==> src/rtl/cnn_conv_acc_quant.sv <==
// Convolution accumulator: sums N_TAPS signed products plus bias, then requantizes to 14-bit signed.
// Optional macro CNN_ACC_RELU_EN clamps negative results to zero before saturation.
module cnn_conv_acc_quant #(
  parameter int N_TAPS    = 150,
  parameter int ACC_WIDTH = 32,
  parameter int SHIFT     = 9
) (
  input  logic        ap_clk,
  input  logic        ap_rst_n,
  input  logic        prod_valid,
  output logic        prod_ready,
  input  logic [22:0] prod_data,
  input  logic [22:0] bias,
  output logic        out_valid,
  input  logic        out_ready,
  output logic [13:0] out_data,
  output logic        sat
);
  localparam int CW = $clog2(N_TAPS);
  localparam logic [0:0] ST_ACCUM = 1'b0;
  localparam logic [0:0] ST_HOLD  = 1'b1;
  localparam logic [CW-1:0] LAST_TAP = CW'(N_TAPS - 1);
  localparam logic signed [ACC_WIDTH-1:0] MAXV = ACC_WIDTH'(8191);
  localparam logic signed [ACC_WIDTH-1:0] MINV = -ACC_WIDTH'(8192);

  logic [0:0]                  r_state;
  logic [CW-1:0]               r_tap;
  logic signed [ACC_WIDTH-1:0] r_acc;
  logic [13:0]                 r_data;
  logic                        r_sat;

  logic                        w_xfer, w_last, w_pop, w_clip;
  logic signed [ACC_WIDTH-1:0] w_base, w_sum, w_shift, w_clip_in;
  logic [13:0]                 w_q;

  assign out_valid  = (r_state == ST_HOLD);
  assign out_data   = r_data;
  assign sat        = r_sat;
  assign prod_ready = !out_valid || out_ready;

  assign w_xfer = prod_valid && prod_ready;
  assign w_last = (r_tap == LAST_TAP);
  assign w_pop  = out_valid && out_ready;

  // Tap 0 seeds the window with bias instead of the stale previous sum.
  assign w_base  = (r_tap == '0) ? ACC_WIDTH'($signed(bias)) : r_acc;
  assign w_sum   = w_base + ACC_WIDTH'($signed(prod_data));
  assign w_shift = w_sum >>> SHIFT;

`ifdef CNN_ACC_RELU_EN
  assign w_clip_in = w_shift[ACC_WIDTH-1] ? '0 : w_shift;
`else
  assign w_clip_in = w_shift;
`endif

  always_comb begin
    w_clip = 1'b0;
    w_q    = w_clip_in[13:0];
    if (w_clip_in > MAXV) begin
      w_clip = 1'b1;
      w_q    = 14'h1FFF;
    end else if (w_clip_in < MINV) begin
      w_clip = 1'b1;
      w_q    = 14'h2000;
    end
  end

  always_ff @(posedge ap_clk or negedge ap_rst_n) begin
    if (!ap_rst_n) begin
      r_state <= ST_ACCUM;
      r_tap   <= '0;
      r_acc   <= '0;
      r_data  <= '0;
      r_sat   <= 1'b0;
    end else begin
      r_sat <= 1'b0;
      if (w_xfer) begin
        r_tap <= w_last ? '0 : r_tap + CW'(1);
        r_acc <= w_sum;
      end
      // A completing pixel wins over a pop on the same edge: valid stays high with new data.
      if (w_xfer && w_last) begin
        r_state <= ST_HOLD;
        r_data  <= w_q;
        r_sat   <= w_clip;
      end else if (w_pop) begin
        r_state <= ST_ACCUM;
      end
    end
  end
endmodule

==> config.mk <==
export PLATFORM = sky130hd
export DESIGN_NAME = cnn_conv_acc_quant
export DESIGN_NICKNAME = d
export VERILOG_FILES = /design/src/rtl/cnn_conv_acc_quant.sv
export SDC_FILE = /design/constraint.sdc
export NUM_CORES = 1
export LEC_CHECK = 0
export BUFFER_PORTS_ARGS = -buffer_cell sky130_fd_sc_hd__buf_2
export CAP_MARGIN = 20
export CORE_UTILIZATION = 34
export DETAILED_ROUTE_END_ITERATION = 16
export PLACE_DENSITY = 0.55
export RECOVER_POWER = 100
export SLEW_MARGIN = 20
export SYNTH_ARGS = -nofsm -noshare
export SYNTH_HDL_FRONTEND = slang
export SYNTH_SLANG_ARGS = --single-unit
==> constraint.sdc <==
create_clock -name ap_clk -period 5.4 [get_ports ap_clk]
set_input_delay 1.62 -clock ap_clk [delete_from_list [all_inputs] [get_ports ap_clk]]
set_output_delay 1.62 -clock ap_clk [all_outputs]
set_load 0.03 [all_outputs]
## Word level (Yosys, flattened, before mapping)

Cells that the tools add are included.

| operators by class | value |
|---|---|
| add/sub/neg operators | 2 |
| $mul | 0 |
| div/mod/pow operators | 0 |
| $lt $le $gt $ge | 2 |
| eq/ne operators | 1 |
| shift-type cells | 0 |
| muxes and demuxes | 9 |
| bitwise operators | 0 |
| reduce and logical (&&, ||, !) cells | 7 |

Operator list:

| operator | count |
|---|---|
| $add 32x23->32 | 1 |
| $mux 32 | 1 |
| $mux 14 | 2 |
| $gt 23x14->1 const B | 1 |
| $lt 23x14->1 const B | 1 |
| $add 8x1->8 const B | 1 |
| $eq 8x8->1 const B | 1 |
| $logic_not 8->1 | 1 |
| $mux 8 | 1 |
| $mux 1 | 5 |
| $logic_and 1x1->1 | 3 |
| $reduce_bool 2->1 | 1 |
| $logic_not 1->1 | 1 |
| $logic_or 1x1->1 | 1 |

| storage, ports and cells | value |
|---|---|
| register bits | 56 |
| bits in latches | 0 |
| RAM bits | 0 |
| memory bits (read-only) | 0 |
| output and inout port bits | 17 |
| word-level logic and storage cells | 26 |
| memories | 0 |

## Depth between registers and ports, before layout

Gate-level depths: netlist of the first run.

| logic depth | value |
|---|---|
| depth after elaboration | 7 |
| gate-level depth with buffers | 19 |

## Worst setup path before layout of the first run

OpenSTA, ideal clock, no wires.

| path | value |
|---|---|
| path type | input-to-reg |
| start | in bias[0] |
| end | reg r_data[3] (netlist: out_data[3]) |
| library setup time | 0.065 ns |
| data arrival time | 4.493 ns |
| path slack | 0.842 ns |
| stages | 14 |
| buffers on the path | 1 |
| cell sequence | mux2_2 ha_1 inv_1 fa_1 and2b_1 o2111ai_2 a211oi_2 o2111ai_1 nand3_1 xnor2_1 or4b_4 o31ai_4 buf_6 o221a_2 |

| on the way | value |
|---|---|
| longest elaborated chain between the ends | 5 |
| elaborated cells on any way between the ends | 6 |

RTL lines:

| element | line | source |
|---|---|---|
| from (decl) | 13 | `input logic [22:0] bias,` |
| $mux 32 * | 46 | `assign w_base = (r_tap == '0) ? ACC_WIDTH'($signed(bias)) : r_acc;` |
| $add 32x23->32 * | 47 | `assign w_sum = w_base + ACC_WIDTH'($signed(prod_data));` |
| $lt 23x14->1 | 62 | `end else if (w_clip_in < MINV) begin` |
| $mux 14 | 62 |  |
| $mux 14 * | 59 | `if (w_clip_in > MAXV) begin` |
| to (signal assigned) | 84 | `r_data <= w_q;` |
| to (decl) | 29 | `logic [13:0] r_data;` |

Every way passes the cells marked *; elsewhere a longest branch is shown, timed or not.
A chain may end at the register's enable or synchronous reset.

## Worst setup path in the final report of the first run

| path | value |
|---|---|
| start | reg r_tap[0] |
| end | reg r_data[2] (netlist: out_data[2]) |

| on the way | value |
|---|---|
| longest elaborated chain between the ends | 6 |
| elaborated cells on any way between the ends | 9 |

RTL lines:

| element | line | source |
|---|---|---|
| from (decl) | 27 | `logic [CW-1:0] r_tap;` |
| from (signal assigned) | 78 | `r_tap <= w_last ? '0 : r_tap + CW'(1);` |
| $logic_not 8->1 | 46 |  |
| $mux 32 | 46 |  |
| $add 32x23->32 | 47 |  |
| $lt 23x14->1 | 62 |  |
| $mux 14 | 62 |  |
| $mux 14 | 59 |  |

Several ways; a longest one is shown, not always the timed one.

==> parameters.txt, run 1 <==
Parameter                              Value

Worst setup path
  Maximum fanout along the worst path    14
  CP max-delay cell    or4b_4
  CP cell instances    inv_1 > ha_1 > nor4b_1 > nand2_1 > buf_4 > mux2_1 > ha_1 > a21oi_1 > o211ai_1 > a21oi_1 > nor3_1 > nor2_1 > xor2_1 > or4b_4 > o31ai_4 > buf_4 > o221a_1
  Element type at the critical path start    register
  Critical path data required time    between 5 and 6 ns
  Highest cell delay on the worst timing path    0.53 ns
  Source of the worst register-to-register timing path    r_tap[0]$_DFFE_PN0P_
  Setup slack of the worst register-to-register path    0.40 ns
  Number of cell instances on the worst register-to-register path    17
  Endpoint of the lowest-slack register-to-register path    out_data[2]$_DFFE_PN0P_
  Cell family with most CP delay    simple AND/OR/NAND/NOR gates
  Buffer and inverter count on the worst path    3
  Endpoint kind of the worst setup timing path    register
  Signal arrival time at the worst endpoint    roughly 5.2 ns
  Class of the most critical setup path    reg -> reg

Finish
  FF+latch area    about 0.0014 mm2
  Filler Cells Inserted    1295
  Proportion of layout cells with a drive suffix above 1    0.173
  Count of antenna diodes in the layout    0
  Signed area change from the synthesized netlist to the final layout    15.3%
  Area used by multi-input combinational logic    around 0.0030 mm2
  Net total in the final layout    approximately 700
  Non-Filler Instances    about 770

Logic synthesis
  Flop and latch count out of synthesis    56
  Number of flops mapped to enable cells by yosys    0
  Share of the yosys chip area belonging to registers    0.310
  Post-Syn Instances    roughly 530
  Cell area after technology mapping    approximately 0.0045 mm2
  Synthesized area per cell    about 8.6 um2
  Post-Synthesis Net Count    between 600 and 700
  Count of distinct cell types in the synthesized netlist    between 60 and 70
  Fraction of registers with async set or reset after synthesis    1.00
  Commonest register cell after synthesis    dfrtp_1
  Total of warnings raised by yosys    0

Placement
  Placed Cells incl. Taps    roughly 760
  Dpl hpwl    slightly above 9000 um
  IO buf count    66
  Last weighted congestion value of the routability-driven placer    roughly 0.86

Outcome
  Status    finished, violations left
  Failing checks    max-capacitance violations, max-slew violations

Pwr
  Worst ir drop on vdd    just under 200 uV
  PD cells    610 mW/mm2
  Leakage power    roughly 2.3 nW

CTS
  TritonCTS Sinks    56
  Clock-pin slew on the worst setup and hold paths    approximately 0.080 ns
  Number of hold buffers added after cts    0
  Clock latency at the later pin of the worst-skew pair    approximately 0.31 ns
  Count of H-tree levels built during CTS    2
  Maximum root-to-sink buffer count    2
  Buffer count from post-CTS setup fixing    0
  Total CTS buffers    5
  Count of cells resized by post-cts repair    0
  CTS Root Cell    clkbuf_16
  CTS tree    yes

Detailed routing
  Routed Wire Length    11900 um
  Iteration-0 DRC Markers    180
  Number of nets with antenna violations after detailed routing    0
  Detailed-router iteration count before antenna repair    5
  Avg Vias per Cell    5.34
  Count of vias placed by the detailed router    a little over 4000
  DRC errors left    0
  Detail-routed net length per standard cell    around 15 um

Hold path
  Class of the tightest hold or removal check    reg -> reg
  Min-delay src    r_acc[5]$_DFFE_PN0P_
  Hold Path End    r_acc[5]$_DFFE_PN0P_
  Cells on Worst Hold Path    2

Floorplanning
  Floorplan Core Area    roughly 0.013 mm2
  DIE AREA    0.0137 mm2
  Chip width    around 120 um
  Num ports    67
  Height of the die    about 120 um
  Initial core utilization    0.354
  Count of standard-cell rows    between 40 and 50

Timing
  Final-report max-slew violation count    between 100 and 150
  Final-report hold violation count    0
  Number of endpoints failing setup at the final stage    0
  Setup skew after layout    approximately 0.0073 ns
  Min cycle time layout    ~5.0 ns
  Final-layout setup total negative slack    0 ns
  Actual transition at the worst max-transition pin    about 3.2 ns
  Max Freq    about 0.2 GHz
  Final critical-path share of the clock period    0.925
  Worst slew slack as a fraction of its limit    -1.12
  Setup repair after global routing missed its margin    false

GRT
  Vias in the first global route    4031
  First-pass GRT wire length    just under 20000 um
  GR Util All Layers    0.184
  Largest net degree at the start of global routing    62
  Overflow left after global routing    0
  Number of antenna violations at the first check in global routing    0

Run
  MaxCap Viol Count    2
[tightest hold or removal path, delay by kind of cell, from the launching register on]
family          cells  cell delay [ns]
flops               1             0.34
simple gates        1             0.04
compound gates      1             0.06
[report_power, final]
group	switching [mW]	internal, mW	leakage [nW]
Clock	0.163	0.268	0.0944
Combinational	1.26	0.836	1.52
Sequential	0.0893	0.564	0.714
Total	1.51	1.67	2.33
[routing by layer]
layer / vias up / global-route usage / wire length, um
met1: 1943 / 0.253 / 5880
met4: 0 / 0.0439 / 142
li1: 2057 / - / -
met5: - / 0 / 0
met2: 77 / 0.306 / 5380
met3: 12 / 0.0257 / 450
[cells in the mapped netlist (all sizes together) (2+ instances only)]
cell | n | area, um2
a21o | 7 | 52.6
xnor2 | 21 | 191
a211oi | 7 | 67.6
nor2 | 19 | 71.3
nor3 | 10 | 60.1
a211o | 2 | 17.5
nand4 | 5 | 31.3
o21bai | 5 | 37.5
nor2b | 3 | 18.8
or3 | 4 | 25.0
and2 | 7 | 43.8
a31o | 2 | 17.5
and4 | 2 | 17.5
inv | 8 | 30.0
a41oi | 3 | 33.8
o2111ai | 2 | 23.8
a31oi | 8 | 50.1
nand3 | 15 | 75.1
clkbuf | 13 | 48.8
o31ai | 3 | 41.3
a21boi | 2 | 18.8
o21a | 4 | 30.0
nand2b | 5 | 31.3
nand2 | 112 | 423
nor4 | 5 | 37.5
o221a | 13 | 146
o211ai | 2 | 15.0
ha | 36 | 450
dfrtp | 56 | 1400
and3 | 4 | 25.0
o22ai | 3 | 18.8
o21ai | 53 | 265
xor2 | 11 | 96.3
mux2 | 23 | 259
buf | 5 | 31.3
a21oi | 33 | 169
[cells in the final DEF, fill, tap and decap left out, types with 3 or more instances in the layout]
cell type	n
nand2_1	111
dfrtp_1	56
o21ai_0	51
buf_2	49
ha_1	36
a21oi_1	32
mux2_2	22
xnor2_1	20
clkbuf_1	20
nor2_1	19
nand3_1	15
o221a_1	12
xor2_1	11
nor3_1	9
inv_1	8
a31oi_1	8
buf_4	8
a21o_1	7
and2_1	6
nand2b_1	5
a211oi_1	5
nand4_1	5
o21bai_1	5
clkbuf_16	5
o21a_1	4
and3_1	4
or3_1	4
nor4_1	4
o22ai_1	3
nor2b_1	3
[cell type report]
| class | count | area share |
|---|---|---|
| multi-input combinational | 445 | 0.574 |
| sequential | 56 | 0.269 |
| timing repair buffer | 77 | 0.0730 |
| tap | 172 | 0.0413 |
| clock buffer | 5 | 0.0240 |
| clock inverter | 3 | 0.0132 |
| inverter | 8 | 0.00576 |
[worst max-delay path by stage]
stage	cells past startpoint	slack, ns	start	end
6_report	17	0.40	r_tap[0]$_DFFE_PN0P_	out_data[2]$_DFFE_PN0P_
5_1_grt	17	0.13	r_tap[1]$_DFFE_PN0P_	out_data[11]$_DFFE_PN0P_
4_1_cts	14	0.53	bias[0]	out_data[5]$_DFFE_PN0P_
3_5_place_dp	14	0.22	bias[0]	out_data[5]$_DFFE_PN0P_
3_3_place_gp	14	0.32	bias[0]	out_data[3]$_DFFE_PN0P_
2_1_floorplan	14	0.84	bias[0]	out_data[3]$_DFFE_PN0P_
[through the flow]
stage	cell area, um2	hold slack [ns]	power (mW)	setup slack [ns]	util
floorplan	4520	0.440	2.27	0.842	-
global route	5210	0.507	3.47	0.134	0.408
global placement	5060	0.454	2.72	0.319	0.396
CTS	5250	0.483	3.19	0.529	0.411
finish	5210	0.478	3.18	0.404	0.408
detailed placement	5060	0.465	2.74	0.215	0.396
[cells by family after synthesis]
logic type	share of synthesized area
AND/OR/NAND/NOR	0.203
flip-flops	0.310
buffers and inverters	0.0244
AO/OA/AOI/OAI	0.235
adder cells (fa/ha/maj)	0.104
multiplexers	0.0596
XOR/XNOR	0.0637
[flip-flops by register name, indices dropped and copies added, names as in the netlist]
name	cells
out_data	14
sat	1
out_valid	1
r_acc	32
r_tap	8
Note: power is estimated with default switching activity, not from simulation.
==> inputs of run 2 (changes only) <==
Clock period 5.4 ns to 4.79 ns, I/O delays scaled along.
==> run 2 against run 1 <==
Compared with the run above: the run still ends with max-capacitance violations, max-slew violations left; largest cell class unchanged; highest routed layer unchanged; global-route usage is 0.38 points higher; cell count is 2.6% higher; worst setup slack worse by 0.11 ns; wire length is 4.1% higher; count of clock-buffer cells in the layout is 1 higher.
==> parameters.txt, run 2 (synthesis gave the netlist of run 1 again) <==
Parameter                              Value

Finish
  Signed area change from the synthesized netlist to the final layout    20.0%
  Proportion of layout cells with a drive suffix above 1    0.204 (+0.0302)
  Most flop-heavy register    r_acc
  Core occupancy in the finished layout    0.424 (+0.0164)
  Non-Filler Instances    786 (+2.6%)
  Top library cells by usage in the layout, fill and taps aside    111 x nand2_1, 56 x dfrtp_1, 51 x o21ai_0
  Net total in the final layout    700 (+2.9%)
  Most common cell after layout, fill and taps aside    nand2_1
  Count of antenna diodes in the layout    0 (unchanged)
  Flip-flop count of the largest register after layout    32 (unchanged)

CTS
  Number of hold buffers added after cts    0 (unchanged)
  CTS Root Cell    clkbuf_16
  CTS tree    yes
  Count of H-tree levels built during CTS    2 (unchanged)
  Total CTS buffers    5 (unchanged)
  Maximum root-to-sink buffer count    2 (unchanged)
  Clock-pin slew on the worst setup and hold paths    0.07 ns (about the same)
  Clock latency at the later pin of the worst-skew pair    0.31 ns (about the same)
  TritonCTS Sinks    56 (unchanged)

Worst setup path
  Number of cell instances on the worst register-to-register path    17 (unchanged)
  Critical path data required time    5.03 ns (-0.61 ns)
  Cell family with most CP delay    compound AO/OA/AOI/OAI gates
  CP max-delay cell    or4b_4
  Source of the worst register-to-register timing path    r_tap[1]$_DFFE_PN0P_
  Endpoint of the lowest-slack register-to-register path    out_data[6]$_DFFE_PN0P_
  Element type at the critical path start    register
  Endpoint kind of the worst setup timing path    register
  Buffer and inverter count on the worst path    3 (unchanged)
  CP cell instances    inv_1 > ha_1 > nor4b_4 > nand2_1 > buf_12 > mux2_1 > ha_1 > a211oi_1 > o211ai_1 > a21oi_1 > nor3_2 > nor2_1 > xor2_1 > or4b_4 > o31ai_4 > buf_12 > o221a_1
  Highest cell delay on the worst timing path    0.53 ns (about the same)
  Setup slack of the worst register-to-register path    0.29 ns (-0.11 ns)
  Signal arrival time at the worst endpoint    4.74 ns (-0.50 ns)
  Maximum fanout along the worst path    25 (+11)
  Class of the most critical setup path    reg -> reg

Placement
  IO buf count    66 (unchanged)
  Placed Cells incl. Taps    775 (+2.4%)
  Last weighted congestion value of the routability-driven placer    0.889 (+3.8%)
  Dpl hpwl    9760 um (+7.6%)

Hold path
  Hold Path End    r_acc[0]$_DFFE_PN0P_
  Cells on Worst Hold Path    2 (unchanged)
  Min-delay src    r_acc[0]$_DFFE_PN0P_
  Class of the tightest hold or removal check    reg -> reg

Detailed routing
  Count of vias placed by the detailed router    4193 (+2.5%)
  Iteration-0 DRC Markers    216 (+20%)
  Avg Vias per Cell    5.33 (about the same)
  Routed Wire Length    12300 um (+4.1%)
  Number of nets with antenna violations after detailed routing    0 (unchanged)
  Detailed-router iteration count before antenna repair    4 (-1)
  Detail-routed net length per standard cell    15.7 um (+1.5%)
  DRC errors left    0 (unchanged)

Timing
  Setup skew after layout    0.0171 ns (+0.00981 ns)
  Actual transition at the worst max-transition pin    1.64 ns (-1.54 ns)
  Final critical-path share of the clock period    0.939 (+0.0135)
  Final-report hold violation count    0 (unchanged)
  Worst slew slack as a fraction of its limit    -0.0904 (+1.03)
  Number of endpoints failing setup at the final stage    0 (unchanged)
  Min cycle time layout    4.50 ns (-0.500 ns)
  Final-report max-slew violation count    59 (-43%)
  Setup repair after global routing missed its margin    false
  Max Freq    0.222 GHz (+11%)

Pwr
  Clock Power Share    0.100 (-0.036)
  PD cells    704 mW/mm2 (+15%)
  Switching Share    0.479 (+0.00387)
  Flop pwr share    0.195 (-0.011)
  Part of the power in combinational logic    0.705 (+0.046)
  Switching Power    1.83 mW (+21%)
  Worst ir drop on vdd    222 uV (+13%)
  Final Power    3.81 mW (+20%)
  Pint    1.99 mW (+19%)
  Leakage power    2.43 nW (+4.5%)

Floorplanning
  Count of standard-cell rows    41 (unchanged)
  DIE AREA    0.0137 mm2 (unchanged)
  Floorplan Core Area    0.0128 mm2 (unchanged)
  Height of the die    117 um (unchanged)
  Num ports    67 (unchanged)
  Chip width    117 um (unchanged)
  Initial core utilization    0.354 (unchanged)

GRT
  Largest net degree at the start of global routing    32 (-48%)
  First-pass GRT wire length    19900 um (+1.5%)
  Number of antenna violations at the first check in global routing    0 (unchanged)
  Overflow left after global routing    0 (unchanged)
  GR Util All Layers    0.188 (+0.00383)
  Vias in the first global route    3970 (-1.5%)

Run
  MaxCap Viol Count    2 (unchanged)

Outcome
  Status    finished, violations left
  Failing checks    max-capacitance violations, max-slew violations
[run 2: cell count changes in the layout (fill, tap and decap cells not counted), moves of 2 or more]
cell,before,now
clkbuf_1,20,22
buf_12,0,4
bufinv_16,2,0
buf_4,8,24
[run 2: what timing repair did]
item,in CTS,in global routing
endpoints found under the setup margin,0,14
endpoints found under the hold margin,0,0
gates resized for setup,0,5
buffers inserted,0,3
[run 2: tightest hold or removal path: cells and delay by family (launching register included)]
kind / cells / cell delay [ns]
and+or+nand+nor: 2 / 0.10
DFF: 1 / 0.34
[run 2: worst max-delay path by stage]
| stage | depth (start not counted) | start | slack, ns | endpoint |
|---|---|---|---|---|
| floorplan | 14 | bias[0] | 0.42 | out_data[3]$_DFFE_PN0P_ |
| global placement | 14 | bias[0] | 0.03 | out_data[3]$_DFFE_PN0P_ |
| detailed placement | 14 | bias[0] | -0.09 | out_data[9]$_DFFE_PN0P_ |
| CTS | 18 | r_tap[1]$_DFFE_PN0P_ | 0.09 | out_data[6]$_DFFE_PN0P_ |
| global route | 19 | r_tap[1]$_DFFE_PN0P_ | 0.02 | out_data[8]$_DFFE_PN0P_ |
| finish | 17 | r_tap[1]$_DFFE_PN0P_ | 0.29 | out_data[6]$_DFFE_PN0P_ |
[run 2: layer usage]
layer,GRT usage,vias up,wire length [um]
met5,0,-,0
met4,0.0464,0,127
met3,0.0314,8,495
met2,0.317,82,5750
met1,0.250,2011,5980
li1,-,2092,-
[run 2: power groups by stage]
stage / Sequential [mW] / Clock [mW] / Combinational (mW)
after floorplan: 0.716 / 0 / 1.84
after global placement: 0.737 / 0 / 2.54
after detailed placement: 0.744 / 0 / 2.56
after CTS: 0.738 / 0.399 / 2.58
after global routing: 0.764 / 0.415 / 2.98
final: 0.742 / 0.383 / 2.69
[run 2: final cells by class]
cell class,count,area (um2)
Tap cell,172,215
Clock buffer,6,129
Sequential cell,56,1400
Fill cell,1317,7350
Clock inverter,2,16.3
Multi-Input combinational cell,445,3050
Inverter,8,30.0
Timing Repair Buffer,97,579
[run 2: metrics by stage]
step / TNS [ns] / hold slack, ns / cell area (um2) / setup slack (ns)
2_1_floorplan: 0 / 0.440 / 4520 / 0.415
3_3_place_gp: 0 / 0.458 / 5230 / 0.0317
3_5_place_dp: -1.01 / 0.461 / 5230 / -0.0887
4_1_cts: 0 / 0.481 / 5380 / 0.0886
5_1_grt: 0 / 0.502 / 5420 / 0.0212
6_report: 0 / 0.473 / 5420 / 0.293
